<file path="src/rtl/config_reloj_pkg.sv">
// Shared constants for the clock-setting front end: field codes, mode encoding,
// button indices and default timing.
package config_reloj_pkg;

    localparam logic [3:0] CAMPO_NINGUNO  = 4'd0;
    localparam logic [3:0] CAMPO_HORAS    = 4'd1;
    localparam logic [3:0] CAMPO_MINUTOS  = 4'd2;
    localparam logic [3:0] CAMPO_SEGUNDOS = 4'd3;
    localparam logic [3:0] CAMPO_DIA      = 4'd4;
    localparam logic [3:0] CAMPO_MES      = 4'd5;
    localparam logic [3:0] CAMPO_ANIO     = 4'd6;

    typedef enum logic {
        MODO_RUN    = 1'b0,
        MODO_CONFIG = 1'b1
    } modo_t;

    localparam int DEB_CICLOS_DEF  = 1_000_000;
    localparam int REP_INICIO_DEF  = 50_000_000;
    localparam int REP_PERIODO_DEF = 25_000_000;
    localparam int N_CAMPOS_DEF    = 6;

    localparam int BTN_CONFIG = 0;
    localparam int BTN_IZQ    = 1;
    localparam int BTN_DER    = 2;
    localparam int BTN_ARRIBA = 3;
    localparam int BTN_ABAJO  = 4;

    function automatic logic [3:0] campo_siguiente(input logic [3:0] campo, input int n);
        return (campo >= 4'(n)) ? CAMPO_HORAS : campo + 4'd1;
    endfunction

    function automatic logic [3:0] campo_anterior(input logic [3:0] campo, input int n);
        return (campo <= CAMPO_HORAS) ? 4'(n) : campo - 4'd1;
    endfunction

endpackage

</file>
<file path="src/rtl/antirrebote.sv">
// One push-button front end: 2-FF synchronizer, saturating debounce counter and
// a rising-edge press pulse that stays disarmed until a release is seen after reset.
module antirrebote
    import config_reloj_pkg::*;
#(
    parameter int DEB_CICLOS = DEB_CICLOS_DEF
) (
    input  logic clk,
    input  logic reset,
    input  logic raw,
    output logic nivel,
    output logic pulso
);

    localparam int CW = $clog2(DEB_CICLOS + 1);

    logic [1:0]    sinc;
    logic [1:0]    sinc_ok;
    logic [CW-1:0] cuenta;
    logic          nivel_q;
    logic          armado;

    // sinc_ok marks when sinc[1] reflects the real pin rather than reset zeros,
    // so a button held through reset cannot arm itself.
    always_ff @(posedge clk or posedge reset) begin
        if (reset) begin
            sinc    <= '0;
            sinc_ok <= '0;
            cuenta  <= '0;
            nivel   <= 1'b0;
            nivel_q <= 1'b0;
            armado  <= 1'b0;
        end else begin
            sinc    <= {sinc[0], raw};
            sinc_ok <= {sinc_ok[0], 1'b1};
            nivel_q <= nivel;
            if (sinc[1] != nivel) begin
                if (cuenta >= CW'(DEB_CICLOS - 1)) begin
                    nivel  <= sinc[1];
                    cuenta <= '0;
                end else begin
                    cuenta <= cuenta + 1'b1;
                end
            end else begin
                cuenta <= '0;
            end
            if (sinc_ok[1] && !sinc[1] && !nivel) begin
                armado <= 1'b1;
            end
        end
    end

    assign pulso = armado & nivel & ~nivel_q;

endmodule

</file>
<file path="src/rtl/control_configuracion.sv">
// Mode/field selection and edit pulses for the clock-setting path.
// Optional auto-repeat of held up/down buttons: define CONTROL_CONFIG_AUTOREPEAT_EN.
module control_configuracion
    import config_reloj_pkg::*;
#(
    parameter int DEB_CICLOS  = DEB_CICLOS_DEF,
    parameter int REP_INICIO  = REP_INICIO_DEF,
    parameter int REP_PERIODO = REP_PERIODO_DEF,
    parameter int N_CAMPOS    = N_CAMPOS_DEF
) (
    input  logic       clk,
    input  logic       reset,
    input  logic       btn_config,
    input  logic       btn_izq,
    input  logic       btn_der,
    input  logic       btn_arriba,
    input  logic       btn_abajo,
    output logic [3:0] contadoresH,
    output logic       Arriba,
    output logic       Abajo,
    output logic       modo_config
);

    logic [4:0] botones;
    logic [4:0] nivel;
    logic [4:0] pulso;
    logic       ambos;
    logic       rep_arriba;
    logic       rep_abajo;
    modo_t      modo;

    assign botones = {btn_abajo, btn_arriba, btn_der, btn_izq, btn_config};

    for (genvar i = 0; i < 5; i++) begin : g_btn
        antirrebote #(.DEB_CICLOS(DEB_CICLOS)) u_antirrebote (
            .clk   (clk),
            .reset (reset),
            .raw   (botones[i]),
            .nivel (nivel[i]),
            .pulso (pulso[i])
        );
    end

    logic unused_niveles;
    assign unused_niveles = &{1'b0, nivel[BTN_DER:BTN_CONFIG]};

    assign ambos = nivel[BTN_ARRIBA] & nivel[BTN_ABAJO];

`ifdef CONTROL_CONFIG_AUTOREPEAT_EN
    localparam int REP_MAX = (REP_INICIO > REP_PERIODO) ? REP_INICIO : REP_PERIODO;
    localparam int RW      = $clog2(REP_MAX + 1);

    logic [RW-1:0] rep_cuenta;
    logic [RW-1:0] rep_limite;
    logic          rep_activo;
    logic          rep_fase;
    logic          rep_dir_abajo;
    logic          rep_sostenido;
    logic          rep_disparo;

    assign rep_limite    = rep_fase ? RW'(REP_PERIODO - 1) : RW'(REP_INICIO - 1);
    assign rep_sostenido = rep_dir_abajo ? nivel[BTN_ABAJO] : nivel[BTN_ARRIBA];
    assign rep_disparo   = rep_activo && rep_sostenido && !ambos && (rep_cuenta == rep_limite);
    assign rep_arriba    = rep_disparo && !rep_dir_abajo;
    assign rep_abajo     = rep_disparo && rep_dir_abajo;

    // The press event itself loads 1, so the first repeat lands REP_INICIO
    // cycles after the event; later ones reload 0 and land every REP_PERIODO.
    always_ff @(posedge clk or posedge reset) begin
        if (reset) begin
            rep_cuenta    <= '0;
            rep_activo    <= 1'b0;
            rep_fase      <= 1'b0;
            rep_dir_abajo <= 1'b0;
        end else if (modo != MODO_CONFIG || pulso[BTN_CONFIG] || ambos) begin
            rep_cuenta <= '0;
            rep_activo <= 1'b0;
            rep_fase   <= 1'b0;
        end else if (pulso[BTN_ARRIBA] || pulso[BTN_ABAJO]) begin
            rep_cuenta    <= RW'(1);
            rep_activo    <= 1'b1;
            rep_fase      <= 1'b0;
            rep_dir_abajo <= pulso[BTN_ABAJO];
        end else if (!rep_activo || !rep_sostenido) begin
            rep_cuenta <= '0;
            rep_activo <= 1'b0;
            rep_fase   <= 1'b0;
        end else if (rep_cuenta == rep_limite) begin
            rep_cuenta <= '0;
            rep_fase   <= 1'b1;
        end else begin
            rep_cuenta <= rep_cuenta + 1'b1;
        end
    end
`else
    localparam int unused_rep = REP_INICIO + REP_PERIODO;
    assign rep_arriba = 1'b0;
    assign rep_abajo  = 1'b0;
`endif

    // Mode, field and edit pulses share one register stage, so a pulse always
    // leaves together with the field code it applies to.
    always_ff @(posedge clk or posedge reset) begin
        if (reset) begin
            modo        <= MODO_RUN;
            modo_config <= 1'b0;
            contadoresH <= CAMPO_NINGUNO;
            Arriba      <= 1'b0;
            Abajo       <= 1'b0;
        end else begin
            Arriba <= 1'b0;
            Abajo  <= 1'b0;
            case (modo)
                MODO_RUN: begin
                    if (pulso[BTN_CONFIG]) begin
                        modo        <= MODO_CONFIG;
                        modo_config <= 1'b1;
                        contadoresH <= CAMPO_HORAS;
                    end
                end
                MODO_CONFIG: begin
                    if (pulso[BTN_CONFIG]) begin
                        modo        <= MODO_RUN;
                        modo_config <= 1'b0;
                        contadoresH <= CAMPO_NINGUNO;
                    end else begin
                        if (pulso[BTN_DER] && !pulso[BTN_IZQ]) begin
                            contadoresH <= campo_siguiente(contadoresH, N_CAMPOS);
                        end else if (pulso[BTN_IZQ] && !pulso[BTN_DER]) begin
                            contadoresH <= campo_anterior(contadoresH, N_CAMPOS);
                        end
                        if (!ambos) begin
                            if (pulso[BTN_ARRIBA] || rep_arriba) begin
                                Arriba <= 1'b1;
                            end else if (pulso[BTN_ABAJO] || rep_abajo) begin
                                Abajo <= 1'b1;
                            end
                        end
                    end
                end
                default: begin
                    modo        <= MODO_RUN;
                    modo_config <= 1'b0;
                    contadoresH <= CAMPO_NINGUNO;
                end
            endcase
        end
    end

endmodule

</file>
<file path="config.mk">
export PLATFORM = sky130hd
export DESIGN_NAME = control_configuracion
export DESIGN_NICKNAME = d
export VERILOG_FILES = /design/src/rtl/config_reloj_pkg.sv /design/src/rtl/antirrebote.sv /design/src/rtl/control_configuracion.sv
export SDC_FILE = /design/constraint.sdc
export NUM_CORES = 1
export LEC_CHECK = 0
export BUFFER_PORTS_ARGS = -buffer_cell sky130_fd_sc_hd__buf_2
export CAP_MARGIN = 20
export CORE_MARGIN = 2
export CORE_UTILIZATION = 44
export DETAILED_ROUTE_END_ITERATION = 7
export GPL_ROUTABILITY_DRIVEN = 0
export GPL_TIMING_DRIVEN = 1
export PLACE_DENSITY = 0.63
export SLEW_MARGIN = 20
export SYNTH_ARGS = -nofsm -noshare
export SYNTH_HDL_FRONTEND = slang
export SYNTH_SLANG_ARGS = --single-unit
</file>
<file path="constraint.sdc">
create_clock -name clk -period 4.45 [get_ports clk]
set_input_delay 0.445 -clock clk [delete_from_list [all_inputs] [get_ports clk]]
set_output_delay 0.445 -clock clk [all_outputs]
set_load 0.01 [all_outputs]
</file>
[Yosys cells after proc, flatten, opt, wreduce, memory -nomap -nowiden]
Cells that the tools add are included.
Operators by class
  add/subtract/negate cells: 7
  order comparisons: 7
  equality and inequality tests: 8
  mux-type cells: 32
  bitwise gates (word level): 17
  reduce and logical (&&, ||, !) cells: 31
Operators by type and width (number)
  20-bit 2-to-1 mux: 10
  20-bit by 1-bit adder with 20-bit output (second input constant): 5
  20-bit greater-or-equal comparator (second input constant): 5
  4-bit 2-to-1 mux: 6
  2-bit AND reduction: 7
  1-bit 2-to-1 mux: 13
  1-bit logical AND: 12
  1-bit zero test: 12
  1-bit AND: 11
  4-bit case mux with 2 select lines: 1
  1-bit NOT: 6
  1-bit != test: 5
  4-bit by 1-bit adder with 4-bit output (second input constant): 1
  4-bit by 3-bit greater-or-equal comparator with 1-bit output (second input constant): 1
  4-bit by 1-bit less-or-equal comparator with 1-bit output (second input constant): 1
  2-bit by 1-bit != test with 1-bit output (second input constant): 2
  4-bit by 1-bit != test with 1-bit output (second input constant): 1
  1-bit case mux with 2 select lines: 2
  4-bit by 1-bit subtractor with 4-bit output (second input constant): 1
Word-level totals
  register bits after elaboration: 143
  input bits: 7
  output and inout port bits: 7
  word-level logic and storage cells: 137

[Depth between registers and ports, before layout]
Gate-level depths: netlist of the first run.
  word-level depth: 8
  depth in mapped cells: 8
  mapped depth without buffers: 7

[By module]
From an unflattened synthesis of the first run, not the netlist that was laid out.
Unflattened totals
  cell total of the unflattened synthesis: 682
  area, all modules: 7139.3 um^2
By module, submodules not included
  antirrebote at g_btn[0].u_antirrebote ...: times used 4, cells each 124, area an instance 1296.2 um^2, seq. area each 675.6 um^2
  antirrebote at g_btn[4].u_antirrebote: times used 1, cells each 132, area an instance 1422.6 um^2, seq. area each 675.6 um^2
  control_configuracion: times used 1, cells each 54, area an instance 531.8 um^2, seq. area each 200.2 um^2

[Least setup slack after synthesis of the first run]
OpenSTA, ideal clock, no wires.
  path kind: register to register
  from: register g_btn[0].u_antirrebote.cuenta[0]
  to: register g_btn[0].u_antirrebote.cuenta[11]
  library setup time: 0.071 ns
  arrival time: 1.778 ns
  slack: 2.600 ns
  cell stages (with the launch flop): 9
  buffers on the path: 2
  cell sequence: dfrtp_1 ha_1 nand3_1 o21ai_1 a211o_1 a41o_1 buf_2 buf_2 nor2_1
On the way
  cells in the longest elaborated chain, start to end: 3
  elaborated cells between the ends (all ways): 4
RTL lines
  start, declared: RTL line antirrebote.sv:19  | logic [CW-1:0] cuenta;
  start signal, assigned: RTL line antirrebote.sv:42  | cuenta <= cuenta + 1'b1;
  20-bit by 1-bit adder with 20-bit output or 20-bit greater-or-equal comparator (tied branches): RTL line antirrebote.sv:42, antirrebote.sv:38
  20-bit 2-to-1 mux *: RTL line antirrebote.sv:38  | if (cuenta >= CW'(DEB_CICLOS - 1)) begin
  20-bit 2-to-1 mux *: RTL line antirrebote.sv:37  | if (sinc[1] != nivel) begin
Every way passes the cells marked *; elsewhere a longest branch is shown, timed or not.
A chain may end at the register's enable or synchronous reset.

[Worst setup path in the final report of the first run]
  from: register g_btn[3].u_antirrebote.cuenta[0]
  to: register g_btn[3].u_antirrebote.cuenta[16]
On the way
  cells in the longest elaborated chain, start to end: 3
  elaborated cells between the ends (all ways): 4
RTL lines (RTL line)
  start, declared: antirrebote.sv:19
  start signal, assigned: antirrebote.sv:42
  20-bit by 1-bit adder with 20-bit output or 20-bit greater-or-equal comparator (tied branches): antirrebote.sv:42, antirrebote.sv:38
  20-bit 2-to-1 mux *: antirrebote.sv:38
  20-bit 2-to-1 mux *: antirrebote.sv:37
Marks and branches as above.

==> results of run 1 <==
[worst max-delay path, cell delays in order, from the launching register on]
cell and delay [ns]:
dfrtp_1 0.39, ha_1 0.22, nand4_1 0.15, o211ai_1 0.20
a31oi_1 0.17, o21ai_2 0.63, nor2_1 0.14
[cells in the mapped netlist (11+ instances only)]
cell       n  share of area
nand4_1   23          0.022
dfrtp_1  135           0.53
nand2_1   34          0.020
xor2_1    40          0.055
xnor2_1   49          0.067
nand3_1   35          0.027
nor3_1    17          0.013
inv_1     23          0.013
and3_1    12          0.012
o21ai_0   15          0.012
ha_1      11          0.021
nor2_1   135          0.079
[per-stage QoR]
| step | cell area [um2] | setup slack (ns) | util | instances | power [mW] |
|---|---|---|---|---|---|
| floorplan | 6410 | 0.394 | - | 639 | 1.33 |
| global placement | 6650 | 2.41 | 0.463 | 826 | 1.35 |
| detailed placement | 6650 | 2.38 | 0.463 | 826 | 1.36 |
| CTS | 7300 | 2.35 | 0.508 | 858 | 2.90 |
| global route | 7300 | 2.20 | 0.508 | 858 | 2.97 |
| finish | 7300 | 2.39 | 0.508 | 858 | 2.86 |
[power by group]
group          total [mW]  switching (mW)  leakage (nW)  internal [mW]
sequential           1.26          0.0165          1.82           1.25
combinational      0.0693          0.0511         0.957         0.0182
clock                1.53           0.492         0.308           1.04
[flip-flops by register name, summed over array words and instances, names as in the netlist]
| register | cells |
|---|---|
| Arriba | 1 |
| g_btn.u_antirrebote.sinc | 10 |
| g_btn.u_antirrebote.armado | 5 |
| g_btn.u_antirrebote.sinc_ok | 2 |
| modo | 1 |
| modo_config | 1 |
| contadoresH | 4 |
| Abajo | 1 |
| g_btn.u_antirrebote.nivel | 5 |
| g_btn.u_antirrebote.nivel_q | 5 |
| g_btn.u_antirrebote.cuenta | 100 |
[cell type report]
cell class	instances	share of cell area
clock inverters	7	0.0226
repair buffers	14	0.00994
clock buffers	25	0.0665
well taps	184	0.0315
flip-flops and latches	135	0.463
multi-input cells	470	0.394
inverters	23	0.0125
[path summary, 6_finish.rpt]
check,startpoint,to,slack [ns],cells after the start
max in group asynchronous,reset,g_btn[1].u_antirrebote.cuenta[12]$_DFF_PP0_,3.23,3
min in group asynchronous,reset,g_btn[0].u_antirrebote.cuenta[2]$_DFF_PP0_,0.23,2
setup reg to reg,g_btn[3].u_antirrebote.cuenta[0]$_DFF_PP0_,g_btn[3].u_antirrebote.cuenta[16]$_DFF_PP0_,2.39,6
setup / recovery,g_btn[3].u_antirrebote.cuenta[0]$_DFF_PP0_,g_btn[3].u_antirrebote.cuenta[16]$_DFF_PP0_,2.39,6
hold reg to reg,g_btn[4].u_antirrebote.sinc[0]$_DFF_PP0_,g_btn[4].u_antirrebote.sinc[1]$_DFF_PP0_,0.35,0
hold / removal,btn_abajo,g_btn[4].u_antirrebote.sinc[0]$_DFF_PP0_,0.13,1
[logic make-up after synthesis]
kind of cell,count (synthesis),synth area share
buf+inv,34,0.0240
flops,135,0.527
xor+xnor,89,0.122
other cells,1,0.000585
fa+ha+maj,11,0.0215
compound gates,62,0.0689
mux,5,0.00878
simple gates,302,0.228
[routing by layer]
| metal | GRT usage | up-vias |
|---|---|---|
| met2 | 0.260 | 57 |
| li1 | - | 2228 |
| met3 | 0.0387 | 18 |
| met5 | 0 | - |
| met1 | 0.216 | 2198 |
| met4 | 0.0687 | 0 |
==> impl_metrics.ini, run 1 <==
[status]
outcome = finished, final reports clean

[clock_network]
hold_buffers = 0
cts_tree = built
cts_max_level = 4
clockBufferDepth = 2
clk_pin_slew_ns = 0.05
clk_latency_ns = 0.42
numCtsBuffers = 17
cts_sinks = 135
ctsResizeCount = 0
root_buffer = clkbuf_16
post_cts_buffers = 0

[die]
die_h_um = 125
std_cell_rows = 44
dieWidth_um = 125
core_mm2 = 0.0144
die_area_mm2 = 0.0155
ios = 14
start_util = 0.446

[sta]
clock.fmax_ghz = 0.485
hold_viol = 0
skew_ns = 0.00554
finalCritPeriodShare = 0.464
whs_ns = 0.132
tightest_slew_ns = 0.895
tns_ns = 0
setup_violations = 0
rsz0062_at_grt = no
finalCriticalPeriod_ns = 2.06
maxSlewViolCount = 0
slew_headroom = 0.403

[grt]
antenna_found_initial = 0
grt_first_pass_wirelength_um = 21000
gr-usage-all-layers = 0.164
overflow = 0
grt_max_degree = 102
grt_pass1_vias = 4442

[yosys]
ys_seq_area_frac = 0.527
async_flop_share = 1.00
yosys.cell_types.count = 59
synth.net_count = 657
synth-main-ff-cell = dfrtp_1
synth.avg_cell_area_um2 = 10.0
syn_inst = 639
synth_edf_count = 0
netlist_area_mm2 = 0.00641
ys_seq_elements = 135
yosysWarnings = 0

[routing]
drc = 0
met1Wirelength_um = 5630
vias = 4501
drt_iter0_markers = 262
drtAntennaViolNets = 0
met2WireLength_um = 5420
highest_layer = met4
drt-pass1-iter-count = 4
finalWirelength_um = 11600
viasPerCell = 5.25
wl_met3_um = 325
post_drt_wl_per_cell_um = 13.5

[finish]
area_delta_synth_final_pct = 13.9
antenna_cells = 0
final_net_count = 679
most-common-layout-cells = dfrtp_1, nor2_1, xnor2_1
fill_cells = 1284
multiInputGateArea_mm2 = 0.00288
final-seq-area_mm2 = 0.00338
drive_above_1_share = 0.0831

[setup_path]
path_class = reg -> reg
critPathArrivalTime_ns = 2.32
end_kind = register
cp.required_ns = 4.71
startpoint_type = register
crit_fanout = 19

[run]
cap_violations = 0

[place]
port_buffers = 13
hpwlAfterDp_um = 7700

[power_and_ir_drop]
power.leakage_nw = 3.09
powerDensity_mw_per_mm2 = 392
peakVddDrop_mv = 0.234

[hold_path]
hold_path.class = in -> reg
(Power assumes the default switching activity.)
==> inputs of run 2 (changes only) <==
- ABC_AREA: default -> 1
- clock period: 4.45 -> 2 ns (I/O delays scaled with it)
==> run 2 against run 1 <==
Against the previous run:
- the run now ends with hold timing left
- clock power rose to 2.5 times the previous value
- clock skew up 0.0045 ns
- register-to-register slack worse by 2.1 ns
- largest cell class unchanged
- worst hold slack worse by 0.15 ns
- total power up 140%
- die area up 12%
- clock-buffer cell count down 4
- combinational power up 140%
- sequential power up 120%
- highest routed layer unchanged
- first-iteration DRC count up 8.8%
- core utilization up 0.87 points
==> impl_metrics.ini, run 2 <==
[yosys]
ys_seq_area_frac = 0.471
synth_common_cells = nand2_1, nor2_1, dfrtp_1
synth_edf_count = 0
synth_xor_area_frac = 0.0793
synth_most_common_cell = nand2_1
synth_top_family_by_area = simple AND/OR/NAND/NOR gates
yosys.cell_types.count = 25
async_flop_share = 1.00
synth-main-ff-cell = dfrtp_1
synthAdderAreaFrac = 0.0192
ys_seq_elements = 135
synth_top_area_share = 0.471
synth_simple_gate_area_frac = 0.346
synth_area_leaders = dfrtp_1, nand2_1, nor2_1
yosysWarnings = 0
synth_compound_area_frac = 0.0209
synth.net_count = 940
synthMuxAreaShare = 0
syn_inst = 922
netlist_area_mm2 = 0.00718
synth_area_leader_cell = dfrtp_1
synth.avg_cell_area_um2 = 7.79

[place]
port_buffers = 13
hpwlAfterDp_um = 9270
dp_slack_ns = 0.281

[setup_path]
r2r-end = g_btn[3].u_antirrebote.cuenta[4]$_DFF_PP0_
rr_startpoint = g_btn[3].u_antirrebote.cuenta[0]$_DFF_PP0_
path_class = reg -> reg
r2r_slack_ns = 0.31
r2r_cells = 8
critPathArrivalTime_ns = 2.03
cp.required_ns = 2.34
end_kind = register
startpoint_type = register
crit_fanout = 20

[die]
ios = 14
die_h_um = 132
die_area_mm2 = 0.0174
std_cell_rows = 46
core_mm2 = 0.0159
dieWidth_um = 132
start_util = 0.450

[grt]
gr-usage-all-layers = 0.169
grt_pass1_vias = 5419
grt_max_degree = 136
grt_first_pass_wirelength_um = 24200
overflow = 0
antenna_found_initial = 0

[sta]
rsz0062_at_grt = no
maxSlewViolCount = 0
slew_headroom = 0.538
tns_ns = 0
tightest_slew_ns = 0.693
setup_slack_ns = 0.307
whs_ns = -0.0169
finalCriticalPeriod_ns = 1.69
setup_violations = 0
finalCritPeriodShare = 0.846
hold_viol = 10
skew_ns = 0.0101
clock.fmax_ghz = 0.591

[routing]
drt_iter0_markers = 285
viasPerCell = 4.73
drc = 0
drt-pass1-iter-count = 5
post_drt_wl_per_cell_um = 11.2
finalWirelength_um = 13300
vias = 5592
drtAntennaViolNets = 0

[power_and_ir_drop]
powerDensity_mw_per_mm2 = 825
peakVddDrop_mv = 0.623
power.leakage_nw = 3.65
power_mw = 6.80

[clock_network]
cts_sinks = 135
cts_max_level = 4
clockBufferDepth = 2
numCtsBuffers = 17
cts_tree = built
post_cts_buffers = 0
clk_pin_slew_ns = 0.06
ctsResizeCount = 0
clk_latency_ns = 0.43
hold_buffers = 5
root_buffer = clkbuf_16

[finish]
drive_above_1_share = 0.0900
largest_register_ffs = 100
largest-register = g_btn.u_antirrebote.cuenta
area_delta_synth_final_pct = 14.8
most-common-layout-cells = nand2_1, nor2_1, dfrtp_1
antenna_cells = 0
final_net_count = 972
layout_commonest_cell = nand2_1
largestRegisters = g_btn.u_antirrebote.cuenta x100, g_btn.u_antirrebote.sinc x10

[run]
cap_violations = 0

[hold_path]
hold_path.class = in -> async

[status]
outcome = complete, but fails checks
violations = hold timing
run 2: cell count changes after synthesis, sizes merged, moves of 8 or more:
cell	before	now
nor3	18	9
xnor2	49	20
and4	8	0
inv	23	93
nand3	35	82
and3	13	0
nand2	34	240
nor2	135	230
run 2: area by class of cell:
type	count	area, um2
Clock buffer	21	460
Clock inverter	11	267
Fill cell	1558	7700
Inverter	93	353
Multi-Input combinational cell	684	3350
Sequential cell	135	3380
Tap cell	216	270
Timing Repair Buffer	23	165
run 2: cell families after synthesis:
kind of cell,count (synthesis)
simple gates,581
fa+ha+maj,11
compound gates,26
other cells,1
xor+xnor,65
buf+inv,103
flops,135
run 2: worst max-delay path by stage:
stage | start | end | slack [ns] | cells past startpoint
4_1_cts | g_btn[3].u_antirrebote.cuenta[0]$_DFF_PP0_ | g_btn[3].u_antirrebote.cuenta[7]$_DFF_PP0_ | 0.27 | 8
3_5_place_dp | g_btn[3].u_antirrebote.cuenta[0]$_DFF_PP0_ | g_btn[3].u_antirrebote.cuenta[4]$_DFF_PP0_ | 0.28 | 8
2_1_floorplan | reset | Abajo$_DFF_PP0_ | 0.12 | 1
3_3_place_gp | g_btn[3].u_antirrebote.cuenta[0]$_DFF_PP0_ | g_btn[3].u_antirrebote.cuenta[0]$_DFF_PP0_ | 0.36 | 8
6_report | g_btn[3].u_antirrebote.cuenta[0]$_DFF_PP0_ | g_btn[3].u_antirrebote.cuenta[4]$_DFF_PP0_ | 0.31 | 8
5_1_grt | g_btn[3].u_antirrebote.cuenta[0]$_DFF_PP0_ | g_btn[3].u_antirrebote.cuenta[18]$_DFF_PP0_ | 0.13 | 8
run 2: metal layers:
| layer | routed length (um) | vias to the layer above | GRT usage |
|---|---|---|---|
| met3 | 404 | 14 | 0.0459 |
| li1 | - | 2927 | - |
| met1 | 6480 | 2592 | 0.219 |
| met2 | 6240 | 59 | 0.276 |
| met4 | 151 | 0 | 0.0556 |
| met5 | 0 | - | 0 |
run 2: worst max-delay path: stages, from the launching register on:
cell and delay (ns):
dfrtp_1 0.40, ha_1 0.24, nand2_1 0.08, nor2_2 0.05, nand3_2 0.11, nand3_1 0.10
nand2_2 0.09, nand3_2 0.33, nor2_1 0.21
run 2: stage by stage:
step | util | cell area, um2 | instances | hold slack (ns)
final | 0.517 | 8240 | 1183 | -0.0169
after floorplan | - | 7180 | 922 | 0.231
after global placement | 0.468 | 7460 | 1146 | 0.308
after detailed placement | 0.468 | 7460 | 1146 | 0.310
after global routing | 0.517 | 8240 | 1183 | 0.0761
after CTS | 0.517 | 8240 | 1183 | 0.0295
run 2: power by group:
| part | switching, mW | internal (mW) |
|---|---|---|
| Sequential | 0.0300 | 2.77 |
| Combinational | 0.115 | 0.0526 |
| Clock | 1.17 | 2.66 |
| Total | 1.31 | 5.49 |
==> inputs of run 3 (changes only) <==
- ABC_AREA: 1 -> 0
- PLACE_DENSITY: 0.63 -> 0.66
- clock period: 2 -> 1.53 ns (I/O delays scaled with it)
==> run 3 against run 2 <==
Against the previous run:
- the run ends with setup timing left
- first-iteration DRC count is 33% higher
- core utilization is 12 points higher
- routed wire length is 7.0% higher
- clock skew is 0.0062 ns higher
- critical endpoint is now g_btn[4].u_antirrebote.nivel$_DFFE_PP0P_
- die area is 10% lower
==> impl_metrics.ini, run 3 (synthesized netlist as in run 1, its figures left out) <==
[status]
outcome = complete, but fails checks
violations = setup timing

[power_and_ir_drop]
power_mw = 8.18
power.leakage_nw = 3.90
peakVddDrop_mv = 0.871
powerDensity_mw_per_mm2 = 894

[sta]
maxSlewViolCount = 0
finalCritPeriodShare = 1.14
rsz0062_at_grt = yes
clock.fmax_ghz = 0.575
slew_headroom = 0.638
hold_viol = 0
whs_ns = 0.350
setup_violations = 103
skew_ns = 0.0163
finalCriticalPeriod_ns = 1.74
tightest_slew_ns = 0.542
setup_slack_ns = -0.210

[setup_path]
critical-path-max-stage-delay_ns = 0.36
path_class = reg -> reg
r2r_slack_ns = -0.21
crit_chain = ha_2 -> nand4_1 -> o211ai_1 -> a211oi_2 -> buf_4 -> nor2_4 -> mux2_4
startpoint = g_btn[4].u_antirrebote.cuenta[1]$_DFF_PP0_
crit_fanout = 3
r2r_cells = 7
critPathArrivalTime_ns = 2.04
end_kind = register
slowest_stage = dfrtp_1
cp.required_ns = 1.83
startpoint_type = register
rr_startpoint = g_btn[4].u_antirrebote.cuenta[1]$_DFF_PP0_
r2r-end = g_btn[4].u_antirrebote.nivel$_DFFE_PP0P_

[clock_network]
cts_tree = built
root_buffer = clkbuf_16
clk_pin_slew_ns = 0.06
numCtsBuffers = 17
cts_sinks = 135
clk_latency_ns = 0.42
cts_max_level = 4
clockBufferDepth = 2

[finish]
final-seq-area_mm2 = 0.00338
antenna_cells = 0
multiInputGateArea_mm2 = 0.00357
final_cells = 1000
final_net_count = 821
area_delta_synth_final_pct = 42.8
fill_cells = 1079
most-common-layout-cells = dfrtp_1, buf_4, nor2_1
layout_commonest_cell = dfrtp_1
largestRegisters = g_btn.u_antirrebote.cuenta x100, g_btn.u_antirrebote.sinc x10
largest_register_ffs = 100
drive_above_1_share = 0.371
largest-register = g_btn.u_antirrebote.cuenta

[routing]
finalWirelength_um = 14200
drc = 0
vias = 5219
drt_iter0_markers = 379
viasPerCell = 5.22
drtAntennaViolNets = 0
post_drt_wl_per_cell_um = 14.2
drt-pass1-iter-count = 4

[hold_path]
hold_path_depth = 0
hold_path.class = reg -> reg
min_to = g_btn[2].u_antirrebote.sinc[1]$_DFF_PP0_
worstHoldStart = g_btn[2].u_antirrebote.sinc[0]$_DFF_PP0_

[run]
cap_violations = 0

[grt]
grt_use_met3 = 0.0412
grt_first_pass_wirelength_um = 23400
grtUsageMet2 = 0.290
grt_pass1_vias = 5113
gr-usage-all-layers = 0.180
grt_max_degree = 101
grtUsageMet1 = 0.238
overflow = 0
busiest_layer = met2
antenna_found_initial = 0

[die]
start_util = 0.446
ios = 14
die_area_mm2 = 0.0155
core_mm2 = 0.0144
dieWidth_um = 125
std_cell_rows = 44
die_h_um = 125

[place]
port_buffers = 13
dp_slack_ns = -0.236
dp.cells = 930
hpwlAfterDp_um = 8770
run 3: changes by cell type in the layout (fill, tap and decap cells not counted), sizes merged, moves of 13 or more:
cell   before  now
nor2      230  135
buf        18  149
xnor2      20   49
inv        93   22
nand2     240   34
and3        0   13
nand3      82   35
run 3: report_power, final:
group | internal (mW) | total, mW | switching (mW) | leakage (nW)
clock network | 2.59 | 4.12 | 1.52 | 0.288
registers | 3.62 | 3.66 | 0.0414 | 1.82
logic | 0.175 | 0.406 | 0.231 | 1.80
run 3: worst max-delay path by stage:
stage | to | slack (ns) | depth (start not counted)
floorplan | Abajo$_DFF_PP0_ | -0.30 | 1
global placement | g_btn[1].u_antirrebote.cuenta[0]$_DFF_PP0_ | -0.16 | 5
detailed placement | g_btn[1].u_antirrebote.cuenta[10]$_DFF_PP0_ | -0.24 | 5
CTS | g_btn[1].u_antirrebote.nivel$_DFFE_PP0P_ | -0.17 | 5
global route | g_btn[4].u_antirrebote.cuenta[19]$_DFF_PP0_ | -0.28 | 6
finish | g_btn[4].u_antirrebote.nivel$_DFFE_PP0P_ | -0.21 | 7
run 3: cell type report:
class / instances / area share
multi-input cells: 470 / 0.390
flip-flops and latches: 135 / 0.370
repair buffers: 156 / 0.140
clock buffers: 19 / 0.0484
well taps: 184 / 0.0252
clock inverters: 13 / 0.0170
inverters: 23 / 0.0101
run 3: routing by layer:
metal / share of wire / vias up
met2: 0.51 / 72
met5: 0 / -
met4: 0.014 / 0
met3: 0.028 / 20
met1: 0.45 / 2604
li1: - / 2523
run 3: worst max-delay path: cells and delay by family, from the launching register on:
family	cells	cell delay, ns
AO/OA/AOI/OAI	2	0.37
buffers and inverters	1	0.17
multiplexers	1	0.30
AND/OR/NAND/NOR	2	0.24
flip-flops	1	0.36
adder cells (fa/ha/maj)	1	0.19
run 3: what timing repair did:
action,4_1_cts,5_1_grt
hold endpoints to repair,140,0
resized for setup,48,110
hold buffers,6,0
endpoints found under the setup margin,106,109
cloned,2,1
pin swaps,22,41
buffers inserted,10,19
run 3: through the flow:
step | utilization | setup TNS (ns) | instance area (um2)
floorplan | - | -45.87 | 6570
global placement | 0.529 | -9.84 | 7610
detailed placement | 0.529 | -13.64 | 7610
CTS | 0.595 | -8.97 | 8540
global route | 0.637 | -18.80 | 9150
finish | 0.637 | -11.69 | 9150
